--- config.mk ---
export PLATFORM = sky130hd
export DESIGN_NAME = mux2_rr_arbiter
export DESIGN_NICKNAME = d
export VERILOG_FILES = /design/src/rtl/mux2_rr_arbiter.sv
export SDC_FILE = /design/constraint.sdc
export NUM_CORES = 1
export LEC_CHECK = 0
export BUFFER_PORTS_ARGS = -buffer_cell sky130_fd_sc_hd__buf_2
export CAP_MARGIN = 0
export CORE_AREA = 2 2 39 41
export CTS_CLUSTER_DIAMETER = 30
export DETAILED_ROUTE_END_ITERATION = 12
export DIE_AREA = 0 0 41 43
export GPL_ROUTABILITY_DRIVEN = 0
export HOLD_SLACK_MARGIN = 0.05
export PLACE_DENSITY = 0.74
export SLEW_MARGIN = 25
export SYNTH_ARGS = -nofsm -noshare
export SYNTH_HDL_FRONTEND = slang
export SYNTH_SLANG_ARGS = --single-unit
--- constraint.sdc ---
create_clock -name clk -period 2.2 [get_ports clk]
set_input_delay 0.44 -clock clk [delete_from_list [all_inputs] [get_ports clk]]
set_output_delay 0.44 -clock clk [all_outputs]
set_load 0.01 [all_outputs]
--- src/rtl/mux2_rr_arbiter.sv ---
// Round-robin arbiter/sequencer sharing one 2:1 mux datapath between two
// packet requesters. A grant is held from the first beat to the last beat.
// Optional build macro MUX_ARB_TIMEOUT_EN adds a hold counter that forces
// release after MAX_HOLD cycles and pulses timeout_err.
module mux2_rr_arbiter #(
  parameter int unsigned DATA_W   = 8,
  parameter int unsigned MAX_HOLD = 16
) (
  input  logic              clk,
  input  logic              rst_n,
  input  logic [1:0]        req,
  input  logic [1:0]        in_valid,
  input  logic [1:0]        in_last,
  input  logic [DATA_W-1:0] in_data0,
  input  logic [DATA_W-1:0] in_data1,
  output logic [1:0]        in_ready,
  output logic [1:0]        gnt,
  output logic              sel,
  output logic              out_valid,
  output logic              out_last,
  output logic [DATA_W-1:0] out_data,
  input  logic              out_ready,
  output logic              timeout_err
);

  // State encoding doubles as the one-hot grant vector.
  typedef enum logic [1:0] {
    IDLE = 2'b00,
    GNT0 = 2'b01,
    GNT1 = 2'b10
  } state_t;

  state_t state;
  state_t state_nxt;
  logic   last_served;
  logic   last_served_nxt;
  logic   granted;
  logic   cur;
  logic   xfer;
  logic   done;
  logic   abort;
  logic   force_rel;
  logic   rel;

  assign granted = (state != IDLE);
  assign cur     = (state == GNT1);
  assign xfer    = granted && in_valid[cur] && out_ready;
  assign done    = xfer && in_last[cur];
  assign abort   = granted && !req[cur] && !in_valid[cur];
  assign rel     = done || force_rel;

  // Grant and select come straight from the state flops.
  assign gnt = state;
  assign sel = state[1];

  // Zero-latency datapath steered by the current grant.
  always_comb begin
    out_data  = sel ? in_data1 : in_data0;
    out_valid = granted && in_valid[cur];
    out_last  = granted && in_valid[cur] && in_last[cur];
    in_ready  = 2'b00;
    if (state == GNT0) in_ready = {1'b0, out_ready};
    if (state == GNT1) in_ready = {out_ready, 1'b0};
  end

  // State and round-robin pointer registers.
  always_ff @(posedge clk or negedge rst_n) begin
    if (!rst_n) begin
      state       <= IDLE;
      last_served <= 1'b1;
    end else begin
      state       <= state_nxt;
      last_served <= last_served_nxt;
    end
  end

  // Next-state: arbitrate in IDLE, hold grant until done, abort or forced release.
  always_comb begin
    state_nxt       = state;
    last_served_nxt = last_served;
    case (state)
      IDLE: begin
        if (req[0] && req[1]) state_nxt = last_served ? GNT0 : GNT1;
        else if (req[0])      state_nxt = GNT0;
        else if (req[1])      state_nxt = GNT1;
      end
      default: begin
        if (rel) begin
          last_served_nxt = cur;
          if (req[!cur])     state_nxt = cur ? GNT0 : GNT1;
          else if (req[cur]) state_nxt = state;
          else               state_nxt = IDLE;
        end else if (abort) begin
          last_served_nxt = cur;
          state_nxt       = IDLE;
        end
      end
    endcase
  end

`ifdef MUX_ARB_TIMEOUT_EN
  localparam int unsigned HOLD_W = (MAX_HOLD > 1) ? $clog2(MAX_HOLD) : 1;

  logic [HOLD_W-1:0] hold_cnt;
  logic              timeout_q;

  assign force_rel   = granted && !done && (hold_cnt == HOLD_W'(MAX_HOLD - 1));
  assign timeout_err = timeout_q;

  // Hold counter restarts on every new grant; timeout flag is a one-cycle pulse.
  always_ff @(posedge clk or negedge rst_n) begin
    if (!rst_n) begin
      hold_cnt  <= '0;
      timeout_q <= 1'b0;
    end else begin
      timeout_q <= force_rel;
      if ((state_nxt != state) || rel) hold_cnt <= '0;
      else if (granted)                hold_cnt <= hold_cnt + HOLD_W'(1);
    end
  end
`else
  logic unused_max_hold;

  assign force_rel       = 1'b0;
  assign timeout_err     = 1'b0;
  assign unused_max_hold = ^32'(MAX_HOLD);
`endif

endmodule
==> results of run 1 <==
Yosys cell counts:
cell	instances	area (µm²)
a2bb2oi_1	1	8.760
nand2_1	7	26.28
buf_6	1	11.26
nand3_2	1	10.01
buf_2	2	10.01
o31ai_1	1	7.510
dfrtp_1	2	50.05
inv_1	2	7.510
and4b_2	1	11.26
buf_4	2	15.01
nor2_1	4	15.01
conb_1	1	3.750
o21a_1	1	7.510
o21ai_1	3	15.01
and3_2	1	7.510
dfstp_2	1	26.28
a22oi_1	1	7.510
or4_1	2	15.01
a31oi_1	1	6.260
or2b_1	1	7.510
nand2b_2	1	8.760
o21ba_2	1	10.01
nand4_1	1	6.260
mux2i_1	1	10.01
a21boi_0	2	15.01
o22ai_1	1	6.260
a21oi_1	2	10.01
nand3_1	1	5.000
mux2_2	8	90.09
nor3_1	1	5.000
o21ai_0	2	10.01
per-layer routing:
metal	global-route usage	share of wire
met3	0.08377	0.094
met5	0	0
met1	0.2032	0.44
met2	0.2219	0.47
met4	0.07333	0
final timing paths:
path	from	end	slack, ns
hold / removal	last_served	last_served	0.50
min in group asynchronous	rst_n	gnt[1]	0.53
hold reg to reg	last_served	last_served	0.50
setup / recovery	gnt[1]	out_last	0.13
setup reg to reg	gnt[1]	last_served	0.50
max in group asynchronous	rst_n	last_served	1.48
worst max-delay path: cells and delay by family (launching register included):
family,cells,cell delay [ns]
AND/OR/NAND/NOR,2,0.62
flip-flops,1,0.63
buffers and inverters,1,0.13
power breakdown:
| group | internal (µW) | switching (µW) |
|---|---|---|
| clock network | 68.3 | 33.0 |
| logic | 219 | 171 |
| registers | 89.0 | 94.4 |
| total | 376 | 298 |
kinds of logic (layout without fill, tap and decap cells):
family / count (synthesis) / after routing / synth area share
simple gates: 21 / 21 / 0.2640
compound gates: 16 / 16 / 0.2332
mux: 9 / 9 / 0.2247
buf+inv: 7 / 46 / 0.09831
flops: 3 / 3 / 0.1714
other cells: 1 / 1 / 0.008419
flip-flops by register name (all words and copies together), names as in the netlist:
register	count
last_served	1
gnt	2
metrics by stage:
stage | utilization | std cells | cell area, µm² | power [µW]
6_report | 0.4774 | 112 | 660.6 | 674.0
5_1_grt | 0.4774 | 112 | 660.6 | 740.0
4_1_cts | 0.4774 | 112 | 660.6 | 679.2
3_5_place_dp | 0.4512 | 107 | 624.3 | 571.4
3_3_place_gp | 0.4512 | 107 | 624.3 | 564.9
2_1_floorplan | - | 57 | 445.4 | 467.0
layout make-up:
type,instances,area [µm²]
clock buffer,4,26.28
inverter,2,7.507
multi-input combinational,47,325.3
timing repair buffer,40,205.2
sequential,3,76.32
fill,148,723.2
tap,16,20.02
what timing repair did:
action | CTS | global route
setup endpoints to repair | 0 | 0
hold buffers | 1 | 0
endpoints found under the hold margin | 2 | 0
==> flow_metrics.tcl, run 1 <==
set metrics [dict create \
    final_cell_mix "buf_2, mux2_2, nand2_1, nor2_1" \
    slowest_delay_ns 0.63 \
    grt_max_degree 24 \
    ys_warn_count 0 \
    ys_types 31 \
    wl_per_cell_um 10.96 \
    drc 0 \
    area_growth_pct 48.31 \
    htreeDepth 1 \
    drt_iter0_markers 4 \
    maxCapViolations 0 \
    final_common_cell "buf_2" \
    antenna_cells 0 \
    cts.path.max_buffers 2 \
    fin_crit_sh 0.9414 \
    drt_pass1_iterations 4 \
    post_cts_resized 0 \
    syn_avg_cell_area_um2 7.815 \
    crit_fanout 23 \
    dp_slack_ns 0.3927 \
    routed_wl_um 1227 \
    max_slew_margin 0.5224 \
    die_h_um 43 \
    cts_sinks 3 \
    postCtsSetupBuffers 0 \
    cts_buffers 3 \
    clock_latency_ns 0.24 \
    fmax_mhz 482.9 \
    power_leakage_uw 0.0003474 \
    finalCriticalPeriod_ns 2.071 \
    vias_per_cell 4.982 \
    dp_hpwl_um 953 \
    finalSetupTns_ns 0 \
    nets 122 \
    die_x_um 41 \
    synth_seq_cells 3 \
    port_buffers 39 \
    first_global_vias 484 \
    dieArea_mm2 0.001763 \
    timing.final.ws_setup_ns 0.1290 \
    rsz0062_at_grt "no" \
    worst_slew_pin_slew_ns 0.7164 \
    status "finished, final reports clean" \
    r2r_cells 4 \
    grt_antenna_before_repair 0 \
    coreArea_mm2 0.001384 \
    whs_path_depth 1 \
    seq_area_frac_synth 0.1713 \
    path_clk_slew_ns 0.04 \
    cp_slowest_cell "dfrtp_1" \
    skew_ns 0.0003324 \
    crit_path_end_kind "output port" \
    overflow 0 \
    start_util 0.3219 \
    grt_pass1_wl_um 1932 \
    crit_required_ns 1.76 \
    rows 14 \
    root_buffer "clkbuf_4" \
    power_density_mw_per_mm2 1020 \
    via_count 558 \
    start_kind "flop" \
    grt.total_usage 0.1618 \
    antenna_left 0 \
    cts_tree "done" \
    io_pins 41 \
    slew_viol_final 0 \
    whs_ns 0.4985 \
    min_path_type "reg2reg" \
    synth.cell_area_um2 445.4 \
    cp_cell_sequence "and4b_2 -> or2b_1 -> buf_2" \
    peakVddDrop_mv 0.5700 \
    synth_cells 57 \
    hold_violations 0 \
    final_layout_size_suffix_gt1_frac 0.5833 \
    syn_nets 82 \
    crit_type "reg2out" \
    setup-violations-final 0 \
    cp.arrival_ns 1.63 \
]
Note: power is estimated with default switching activity, not from simulation.
==> run 2: changes to the inputs <==
- clock period: 2.2 -> 2.1 ns (I/O delays scaled with it)
==> flow_metrics.tcl, run 2 (synthesized netlist as in run 1, its figures left out) <==
set metrics [dict create \
    status "finished, final reports clean" \
    io_pins 41 \
    hold_violations 0 \
    rows 14 \
    antenna_left 0 \
    cp.arrival_ns 1.46 \
    largest_reg_flops 2 \
    slew_viol_final 0 \
    maxCapViolations 0 \
    crit_fanout 23 \
    drc 0 \
    regToRegSetupSlack_ns 0.61 \
    cts_sinks 3 \
    crit_path_end_kind "output port" \
    htreeDepth 1 \
    peakVddDrop_mv 0.5959 \
    grt_max_degree 24 \
    drt_pass1_iterations 4 \
    routed_wl_um 1231 \
    cp_slowest_cell "dfrtp_2" \
    final_cell_mix "buf_2, mux2_2, nand2_1, nor2_1" \
    nets 122 \
    crit_required_ns 1.68 \
    vias_per_cell 4.991 \
    grt_antenna_before_repair 0 \
    cts_tree "done" \
    slowest_delay_ns 0.55 \
    power_density_mw_per_mm2 1067 \
    min_to "last_served" \
    start_util 0.3219 \
    setup-violations-final 0 \
    final_common_cell "buf_2" \
    coreArea_mm2 0.001384 \
    cts_buffers 3 \
    first_global_vias 484 \
    die_h_um 43 \
    crit_type "reg2out" \
    whs_path_depth 1 \
    antenna_cells 0 \
    drt_iter0_markers 3 \
    fin_crit_sh 0.8940 \
    reg2reg_from "gnt[1]" \
    power_leakage_uw 0.0003462 \
    grt.total_usage 0.1618 \
    skew_ns 0.001045 \
    path_clk_slew_ns 0.04 \
    port_buffers 39 \
    clock_latency_ns 0.24 \
    final_layout_size_suffix_gt1_frac 0.5938 \
    cp_cell_sequence "and4b_2 -> or2b_1 -> buf_2" \
    dp_hpwl_um 953 \
    rr_endpoint "gnt[1]" \
    root_buffer "clkbuf_4" \
    cts.path.max_buffers 2 \
    fillCellCount 150 \
    utilization 0.4783 \
    die_x_um 41 \
    finalCriticalPeriod_ns 1.877 \
    fmax_mhz 532.7 \
    area_growth_pct 48.60 \
    rsz0062_at_grt "no" \
    dieArea_mm2 0.001763 \
    min-delay-start "last_served" \
    wl_per_cell_um 10.99 \
    start_kind "flop" \
    grt_pass1_wl_um 1932 \
    via_count 559 \
    min_path_type "reg2reg" \
    finalSetupTns_ns 0 \
    overflow 0 \
    r2r_cells 4 \
]
run 2: cell counts in the layout (fill, tap and decap cells not counted):
Identical to the previous run, type by type.
run 2: power breakdown:
group | switching [µW] | internal (µW) | total (µW)
clock network | 33.9 | 71.5 | 105
registers | 98.5 | 95.5 | 194
logic | 179 | 228 | 407
total | 311 | 395 | 706
run 2: critical path, delay by kind of cell (launching register included):
| family | cells | cell delay [ns] |
|---|---|---|
| buffers and inverters | 1 | 0.13 |
| AND/OR/NAND/NOR | 2 | 0.54 |
| flip-flops | 1 | 0.55 |
run 2: routing by layer:
layer / GRT usage / wire length [µm] / up-vias
met5: 0 / 0 / -
met2: 0.2219 / 578 / 23
li1: - / - / 283
met3: 0.08377 / 115 / 0
met4: 0.07333 / 0 / 0
met1: 0.2032 / 537 / 253
run 2: metrics by stage:
| stage | hold slack [ns] | cells | total power (µW) | cell area [µm²] | worst slack, ns |
|---|---|---|---|---|---|
| floorplan | 0.1244 | 57 | 489.2 | 445.4 | 0.4720 |
| detailed placement | 0.2155 | 107 | 598.6 | 624.3 | 0.3127 |
| global route | 0.5083 | 112 | 776.2 | 661.9 | 0.1294 |
| CTS | 0.5006 | 112 | 711.5 | 660.6 | 0.05625 |
| global placement | 0.2143 | 107 | 591.8 | 624.3 | 0.3537 |
| finish | 0.4988 | 112 | 706.1 | 661.9 | 0.2227 |
run 2: what timing repair did:
item | in CTS | in global routing
hold endpoints to repair | 2 | 0
hold buffers | 1 | 0
resized for setup | 0 | 1
endpoints found under the setup margin | 0 | 1
buffers inserted | 0 | 0
run 2: worst max-delay path by stage:
stage,start,to,cells past startpoint
2_1_floorplan,gnt[1],out_data[0],3
3_3_place_gp,gnt[1],out_last,3
3_5_place_dp,gnt[1],out_last,3
4_1_cts,gnt[1],out_last,3
5_1_grt,gnt[1],out_last,3
6_report,gnt[1],out_last,3
run 2: area by class of cell:
type | count | area [µm²] | share of cell area
multi-input cells | 47 | 325.3 | 0.4915
repair buffers | 40 | 205.2 | 0.3100
flip-flops and latches | 3 | 77.57 | 0.1172
clock buffers | 4 | 26.28 | 0.03970
well taps | 16 | 20.02 | 0.03025
inverters | 2 | 7.507 | 0.01134
==> run 3: changes to the inputs <==
- RECOVER_POWER: not set -> 25
==> flow_metrics.tcl, run 3 (synthesized netlist as in run 1, its figures left out) <==
set metrics [dict create \
    grt_pass1_wl_um 1932 \
    start_util 0.3219 \
    coreArea_mm2 0.001384 \
    dp_cells 107 \
    vias_per_cell 4.991 \
    hold_violations 0 \
    nets 122 \
    antenna_left 0 \
    cp_cell_sequence "and4b_2 -> or2b_1 -> buf_2" \
    whs_ns 0.4988 \
    root_buffer "clkbuf_4" \
    cp_slowest_cell "dfrtp_2" \
    wl_per_cell_um 11.01 \
    grt_max_degree 24 \
    cts_tree "done" \
    drt_iter0_markers 3 \
    path_clk_slew_ns 0.04 \
    grt.total_usage 0.1618 \
    largest_reg_flops 2 \
    first_global_vias 484 \
    die_x_um 41 \
    routed_wl_um 1233 \
    final_cell_mix "buf_2, mux2_2, nand2_1, nor2_1" \
    htreeDepth 1 \
    rows 14 \
    power_leakage_uw 0.0003408 \
    drc 0 \
    slew_viol_final 0 \
    via_count 559 \
    cts_buffers 3 \
    crit_fanout 23 \
    dieArea_mm2 0.001763 \
    overflow 0 \
    clock_latency_ns 0.24 \
    power_density_mw_per_mm2 1067 \
    status "finished, final reports clean" \
    crit_path_end_kind "output port" \
    cts.path.max_buffers 2 \
    setup-violations-final 0 \
    peakVddDrop_mv 0.5931 \
    io_pins 41 \
    min_path_type "reg2reg" \
    cp.arrival_ns 1.46 \
    crit_type "reg2out" \
    rsz0062_at_grt "no" \
    area_growth_pct 48.03 \
    fin_crit_sh 0.8940 \
    postCtsSetupBuffers 0 \
    maxCapViolations 0 \
    port_buffers 39 \
    finalCriticalPeriod_ns 1.877 \
    start_kind "flop" \
    die_h_um 43 \
    fmax_mhz 532.7 \
    cts_sinks 3 \
    crit_required_ns 1.68 \
    finalNonFillerCells 112 \
    drt_pass1_iterations 4 \
    antenna_cells 0 \
    skew_ns 0.001048 \
    fillCellCount 151 \
    finalSetupTns_ns 0 \
    dp_hpwl_um 953 \
    grt_antenna_before_repair 0 \
    final_common_cell "buf_2" \
    utilization 0.4765 \
    final_layout_size_suffix_gt1_frac 0.5729 \
    slowest_delay_ns 0.55 \
]
run 3: worst paths after layout:
| check | to | cells past startpoint | slack, ns | start |
|---|---|---|---|---|
| worst max-delay path | out_last | 3 | 0.22 | gnt[1] |
| worst min-delay path | last_served | 1 | 0.50 | last_served |
| worst max register to register | gnt[1] | 4 | 0.61 | gnt[1] |
| worst min register to register | last_served | 1 | 0.50 | last_served |
| max in group asynchronous | last_served | 2 | 1.35 | rst_n |
| min in group asynchronous | gnt[0] | 2 | 0.52 | rst_n |
run 3: cell type report:
cell class | instances | area [µm²] | area share
sequential | 3 | 77.57 | 0.1176
timing repair buffer | 40 | 202.7 | 0.3074
tap | 16 | 20.02 | 0.03036
inverter | 2 | 7.507 | 0.01139
clock buffer | 4 | 26.28 | 0.03985
multi-input combinational | 47 | 325.3 | 0.4934
run 3: where the power goes:
part | internal [µW] | switching [µW]
clock network | 71.5 | 34.0
logic | 225 | 179
registers | 95.5 | 98.8
run 3: repair_timing:
item                                   in CTS  in global routing
hold buffers                                1                  0
endpoints found under the hold margin       2                  0
resized for setup                           0                  1
setup endpoints to repair                   0                  1
run 3: routing by layer:
layer	share of wire	global-route usage	routed length, µm	vias to the layer above
met3	0.094	0.08377	116	0
met5	0	0	0	-
met4	0	0.07333	0	0
met1	0.44	0.2032	538	253
met2	0.47	0.2219	578	23
li1	-	-	-	283
run 3: through the flow:
step,instance area [µm²],power [µW],setup WS [ns]
after global routing,659.4,773.5,0.1294
final,659.4,703.8,0.2226
after CTS,660.6,711.5,0.05625
after detailed placement,624.3,598.6,0.3127
after floorplan,445.4,489.2,0.4720
after global placement,624.3,591.8,0.3537
run 3: critical path: cells and delay by family (launching register included):
family,cells,cell delay (ns)
buf+inv,1,0.13
flops,1,0.55
simple gates,2,0.54
